### src/rtl/led_pkg.sv
// Shared mode encodings, LED constants and counter-sizing helpers for the LED mode controller.
// Latency: n/a (definitions only).
// Backpressure: n/a (definitions only).
package led_pkg;

  typedef enum logic [1:0] {
    MODE_OFF     = 2'b00,
    MODE_ALT     = 2'b01,
    MODE_BLINK   = 2'b10,
    MODE_BREATHE = 2'b11
  } mode_e;

  localparam logic [1:0] LED_OFF        = 2'b00;
  localparam logic [1:0] LED_ALT_INIT   = 2'b10;
  localparam logic [1:0] LED_BLINK_INIT = 2'b11;
  localparam logic [1:0] LED_ON         = 2'b11;
  localparam logic [7:0] DUTY_MAX       = 8'hFF;

  // Mode sequence advanced by each button press; BREATHE wraps back to OFF.
  function automatic mode_e next_mode(input mode_e m);
    case (m)
      MODE_OFF:     return MODE_ALT;
      MODE_ALT:     return MODE_BLINK;
      MODE_BLINK:   return MODE_BREATHE;
      default:      return MODE_OFF;
    endcase
  endfunction

  // Width of a counter running 0..n-1; never narrower than one bit.
  function automatic int unsigned cnt_width(input int unsigned n);
    return (n > 1) ? $clog2(n) : 1;
  endfunction

endpackage

### src/rtl/key_debounce.sv
// Push-button conditioner: two-flop synchroniser, stable-time debounce, one-cycle press pulse.
// Latency: press pulse 2 sync cycles + DEB_CYCLES stable cycles after key_n falls.
// Backpressure: none; the pulse is fire-and-forget.
module key_debounce #(
  parameter int unsigned DEB_CYCLES = 1_000_000
) (
  input  logic clk,
  input  logic rst_n,
  input  logic key_n,
  output logic press
);
  import led_pkg::*;

  localparam int unsigned   CW       = cnt_width(DEB_CYCLES);
  localparam logic [CW-1:0] CNT_LAST = CW'(DEB_CYCLES - 1);

  logic          sync1_q, sync2_q;
  logic          deb_q, deb_d;
  logic          press_q, press_d;
  logic [CW-1:0] cnt_q, cnt_d;

  // Count consecutive cycles the synchronised key disagrees with the accepted level;
  // any agreement (a bounce back) restarts the count.
  always_comb begin
    deb_d = deb_q;
    cnt_d = '0;
    if (sync2_q != deb_q) begin
      if (cnt_q == CNT_LAST) begin
        deb_d = sync2_q;
      end else begin
        cnt_d = cnt_q + CW'(1);
      end
    end
    // Only a released->pressed change of the debounced level is a press.
    press_d = deb_q & ~deb_d;
  end

  // Reset holds everything at the released level so reset release never looks like a press.
  always_ff @(posedge clk or negedge rst_n) begin
    if (!rst_n) begin
      sync1_q <= 1'b1;
      sync2_q <= 1'b1;
      deb_q   <= 1'b1;
      cnt_q   <= '0;
      press_q <= 1'b0;
    end else begin
      sync1_q <= key_n;
      sync2_q <= sync1_q;
      deb_q   <= deb_d;
      cnt_q   <= cnt_d;
      press_q <= press_d;
    end
  end

  assign press = press_q;

endmodule

### src/rtl/led_mode_ctrl.sv
// Two-LED pattern controller: button cycles OFF/ALT/BLINK/BREATHE, patterns driven from a tick and a PWM.
// Latency: mode and LED entry pattern update the cycle after the debounced press pulse.
// Backpressure: none; presses are never queued, each pulse advances one mode.
module led_mode_ctrl #(
  parameter int unsigned TICK_CYCLES = 10_000_000,
  parameter int unsigned DEB_CYCLES  = 1_000_000,
  parameter int unsigned STEP_CYCLES = 39_062
) (
  input  logic       clk,
  input  logic       rst_n,
  input  logic       key_n,
  output logic [1:0] led,
  output logic [1:0] mode
);
  import led_pkg::*;

  localparam int unsigned   TW        = cnt_width(TICK_CYCLES);
  localparam int unsigned   SW        = cnt_width(STEP_CYCLES);
  localparam logic [TW-1:0] TICK_LAST = TW'(TICK_CYCLES - 1);
  localparam logic [SW-1:0] STEP_LAST = SW'(STEP_CYCLES - 1);

  logic          press;
  logic          tick, step;
  mode_e         mode_q, mode_d;
  logic [1:0]    led_q, led_d;
  logic [TW-1:0] tick_cnt_q, tick_cnt_d;
  logic [SW-1:0] step_cnt_q, step_cnt_d;
  logic [7:0]    pwm_cnt_q, pwm_cnt_d;
  logic [7:0]    duty_q, duty_d;
  logic          dir_up_q, dir_up_d;

  key_debounce #(
    .DEB_CYCLES (DEB_CYCLES)
  ) u_deb (
    .clk   (clk),
    .rst_n (rst_n),
    .key_n (key_n),
    .press (press)
  );

  assign tick = (tick_cnt_q == TICK_LAST);
  assign step = (step_cnt_q == STEP_LAST);

  // Next-state for mode, pattern counters and LEDs; a press outranks a same-cycle tick.
  always_comb begin
    mode_d     = mode_q;
    led_d      = led_q;
    tick_cnt_d = tick ? '0 : tick_cnt_q + TW'(1);
    step_cnt_d = '0;
    pwm_cnt_d  = '0;
    duty_d     = duty_q;
    dir_up_d   = dir_up_q;

    if (press) begin
      // Every mode change restarts all pattern timing from a clean state.
      mode_d     = next_mode(mode_q);
      tick_cnt_d = '0;
      duty_d     = '0;
      dir_up_d   = 1'b1;
      case (mode_d)
        MODE_ALT:   led_d = LED_ALT_INIT;
        MODE_BLINK: led_d = LED_BLINK_INIT;
        default:    led_d = LED_OFF;  // BREATHE enters with duty 0, so nothing is lit
      endcase
    end else begin
      case (mode_q)
        MODE_ALT: begin
          if (tick) led_d = {led_q[0], led_q[1]};
        end
        MODE_BLINK: begin
          if (tick) led_d = ~led_q;
        end
        MODE_BREATHE: begin
          pwm_cnt_d  = pwm_cnt_q + 8'd1;
          step_cnt_d = step ? '0 : step_cnt_q + SW'(1);
          if (step) begin
            // Turn around at the ends so duty bounces 254,255,254 and 1,0,1.
            if (dir_up_q) begin
              if (duty_q != DUTY_MAX) duty_d = duty_q + 8'd1;
              if (duty_q == DUTY_MAX - 8'd1) dir_up_d = 1'b0;
            end else begin
              if (duty_q != 8'd0) duty_d = duty_q - 8'd1;
              if (duty_q == 8'd1) dir_up_d = 1'b1;
            end
          end
          // Compare against next-state values so the registered LED matches pwm_cnt_q < duty_q.
          led_d = (pwm_cnt_d < duty_d) ? LED_ON : LED_OFF;
        end
        default: led_d = LED_OFF;
      endcase
    end
  end

  // Mode FSM and pattern state registers; reset drops straight to OFF with everything cleared.
  always_ff @(posedge clk or negedge rst_n) begin
    if (!rst_n) begin
      mode_q     <= MODE_OFF;
      led_q      <= LED_OFF;
      tick_cnt_q <= '0;
      step_cnt_q <= '0;
      pwm_cnt_q  <= '0;
      duty_q     <= '0;
      dir_up_q   <= 1'b1;
    end else begin
      mode_q     <= mode_d;
      led_q      <= led_d;
      tick_cnt_q <= tick_cnt_d;
      step_cnt_q <= step_cnt_d;
      pwm_cnt_q  <= pwm_cnt_d;
      duty_q     <= duty_d;
      dir_up_q   <= dir_up_d;
    end
  end

  assign led  = led_q;
  assign mode = mode_q;

endmodule

### config.mk
export PLATFORM = sky130hd
export DESIGN_NAME = led_mode_ctrl
export DESIGN_NICKNAME = d
export VERILOG_FILES = /design/src/rtl/led_pkg.sv /design/src/rtl/key_debounce.sv /design/src/rtl/led_mode_ctrl.sv
export SDC_FILE = /design/constraint.sdc
export NUM_CORES = 1
export LEC_CHECK = 0
export ABC_AREA = 1
export CORE_MARGIN = 2
export CORE_UTILIZATION = 36
export CTS_BUF_LIST = sky130_fd_sc_hd__clkbuf_16
export CTS_CLUSTER_DIAMETER = 60
export DETAILED_ROUTE_END_ITERATION = 10
export DONT_BUFFER_PORTS = 1
export GPL_ROUTABILITY_DRIVEN = 0
export PLACE_DENSITY = 0.46
export SKIP_LAST_GASP = 1
export SYNTH_ARGS = -nofsm -noshare
export SYNTH_HDL_FRONTEND = slang
export SYNTH_SLANG_ARGS = --single-unit
### constraint.sdc
create_clock -name clk -period 6.88 [get_ports clk]
set_input_delay 1.376 -clock clk [delete_from_list [all_inputs] [get_ports clk]]
set_output_delay 1.376 -clock clk [all_outputs]
set_load 0.02 [all_outputs]
==> results.toml <==
[worst_setup_path]
cpMostUsedCell = "nand2_1"
start_kind = "register"
worst_path_dominant_cell_family = "compound AO/OA/AOI/OAI gates"
rrSetupSlack_ps = 3870
r2r_end = "led[1]$_DFFE_PN0P_"
cpMaxStageDelayCell = "dfrtp_1"
cp_data_required_time_ps = 7140
crit_chain = "inv_1 > ha_1 > nand2_1 > nor2_1 > nand3_1 > nor2_1 > inv_1 > a21oi_1 > o211ai_1 > o21ai_0 > inv_1 > ha_1 > a211oi_1 > nand2_1 > a31oi_1 > nand2_1 > nand2_1 > nand2_1 > a21oi_1"
critPathMaxFanout = 5
endpoint_kind = "register"
reg2reg_depth = 19
critPathArrivalTime_ps = 3280
cp_slowest_stage_delay_ps = 400
worst_r2r_startpoint = "step_cnt_q[1]$_DFF_PN0_"
cp.buffers_inverters = 3
setup.worst_path.class = "reg -> reg"

[pwr]
power_mw = 0.942
p_leak_nw = 2.43
ir_drop_mv = 0.106
p_per_area_nw_per_um2 = 176

[min_path]
holdPathEnd = "u_deb.sync2_q$_DFF_PN1_"
hold_path.class = "reg -> reg"
min_from = "u_deb.sync1_q$_DFF_PN1_"
worstHoldPathCells = 0

[logic_synthesis]
ys.flop_type = "dfrtp_1"
yosys-top-cells-area = "dfrtp_1, nand2_1, inv_1, nor2_1, ha_1"
synth-seq-cells = 85
ys_warn_count = 0
synth_top_area_share = 0.412
synth_nets = 640
netlist_instances = 615
ys_seq_area_frac = 0.434
syn_avg_cell_area_um2 = 7.99
yosysTopAreaCell = "dfrtp_1"
ys_types = 44
synth_area_um2 = 4910
synth_edf_count = 0
synthArstFlopShare = 1.00

[timing]
slew_headroom = 0.560
rsz0062_at_grt = "no"
fin_setup_tns_ps = 0
clock_skew_ps = 4.00
drv_slew = 0
hold_viol = 0
setup_viol = 0
tightest_slew_ps = 657
fmax_mhz = 332
fin_crit_ps = 3010
post-route-period-util = 0.438

[grt]
use_met2 = 0.241
grt.busiest_layer = "met2"
met3_usage = 0.0476
grt_pass1_wl_um = 18100
grt_pass1_vias = 3849
grt_max_degree = 86
grt_use_met1 = 0.208
grt.total_usage = 0.154
antenna_found_initial = 0
grt_overflow = 0

[finish]
final_common_cell = "nand2_1"
drive_above_1_share = 0.0769
antenna_cells = 0
final_area_um2 = 5360
mostFrequentLayoutCells = "nand2_1, inv_1, nor2_1"
nNetsFinal = 644
synthToLayoutAreaGrowth_pct = 8.99

[placed_design]
dp_hpwl_um = 7260
io_buffers = 0
placedInstanceArea_um2 = 5100

[drt]
via_per_inst = 4.89
wl_um = 10300
vias = 3908
firstDrtPassIters = 5
wl_per_cell_um = 12.9
drc = 0
initialDrtViolationCount = 252
antenna_left = 0

[clock_network]
cts_tree = "built"
clk_latency_ps = 340
cts_buffer_depth = 2
post_cts.repair.setup_buffers = 0
clk_pin_slew_worst_paths_ps = 60
cts_buffers = 9
postCtsResizedCells = 0
postCtsHoldBufs = 0
clock-root-buffer = "clkbuf_16"
cts_max_level = 3
clock_sinks = 85

[floorplanning]
num_rows = 42
io_pins = 7
dieArea_um2 = 14600
core_um2 = 13300
die_x_um = 121
fp.dieH_um = 121
start_util = 0.370

[flow_run]
drv_cap = 0

[run_status]
run_status = "finished, final reports clean"
==> flip-flops by register name (all words and copies together), names as in the netlist <==
name / flops
dir_up_q: 1
led: 2
u_deb.deb_q: 1
u_deb.cnt_q: 20
u_deb.press: 1
duty_q: 8
u_deb.sync2_q: 1
step_cnt_q: 16
u_deb.sync1_q: 1
pwm_cnt_q: 8
mode: 2
tick_cnt_q: 24
==> report_power, final <==
group / internal, mW / total (mW) / leakage (nW) / switching (mW)
clock: 0.239 / 0.433 / 0.131 / 0.194
sequential: 0.502 / 0.504 / 1.16 / 0.00134
combinational: 0.00182 / 0.00525 / 1.14 / 0.00343
total: 0.743 / 0.942 / 2.43 / 0.199
==> per-layer routing <==
layer / vias up / wire length, um
met5: - / 0
met4: 0 / 93
met3: 6 / 337
met2: 47 / 4750
met1: 1844 / 5100
li1: 2011 / -
==> how the worst max path moves through the flow <==
stage                            start                  to  slack [ps]  cells past startpoint
2_1_floorplan  step_cnt_q[1]$_DFF_PN0_  led[0]$_DFFE_PN0P_        4310                     19
3_3_place_gp   step_cnt_q[1]$_DFF_PN0_  led[1]$_DFFE_PN0P_        3990                     19
3_5_place_dp   step_cnt_q[1]$_DFF_PN0_  led[1]$_DFFE_PN0P_        3850                     19
4_1_cts        step_cnt_q[1]$_DFF_PN0_  led[1]$_DFFE_PN0P_        3840                     19
5_1_grt        step_cnt_q[1]$_DFF_PN0_  led[0]$_DFFE_PN0P_        3520                     19
6_report       step_cnt_q[1]$_DFF_PN0_  led[1]$_DFFE_PN0P_        3870                     19
==> cell families after synthesis <==
group	after synthesis	share of synthesized area
AO/OA/AOI/OAI	89	0.103
adder cells (fa/ha/maj)	22	0.0560
flip-flops	85	0.434
buffers and inverters	102	0.0802
AND/OR/NAND/NOR	295	0.288
XOR/XNOR	22	0.0392
==> cell type report <==
| class | count | area [um^2] |
|---|---|---|
| clock buffers | 9 | 225 |
| clock inverters | 7 | 33.8 |
| fillers | 1370 | 7940 |
| inverters | 95 | 357 |
| multi-input cells | 428 | 2390 |
| flip-flops and latches | 85 | 2130 |
| well taps | 176 | 220 |
==> per-stage QoR <==
step	worst slack, ps	hold WS [ps]	cells	utilization
floorplan	4310	345	615	-
global placement	3990	348	784	0.383
detailed placement	3850	350	784	0.383
CTS	3840	367	800	0.403
global route	3520	366	800	0.403
finish	3870	358	800	0.403
==> cell usage after synthesis (all sizes together), types with 5 or more instances <==
| cell type | instances |
|---|---|
| buf | 6 |
| dfrtp | 81 |
| xor2 | 17 |
| o22ai | 8 |
| nor3b | 10 |
| ha | 22 |
| o21ai | 25 |
| nor3 | 31 |
| a21oi | 36 |
| xnor2 | 5 |
| nand3 | 21 |
| nor2 | 93 |
| inv | 94 |
| nor4 | 8 |
| nand4 | 13 |
| a211oi | 5 |
| nand2 | 111 |
Note: power is estimated with default switching activity, not from simulation.
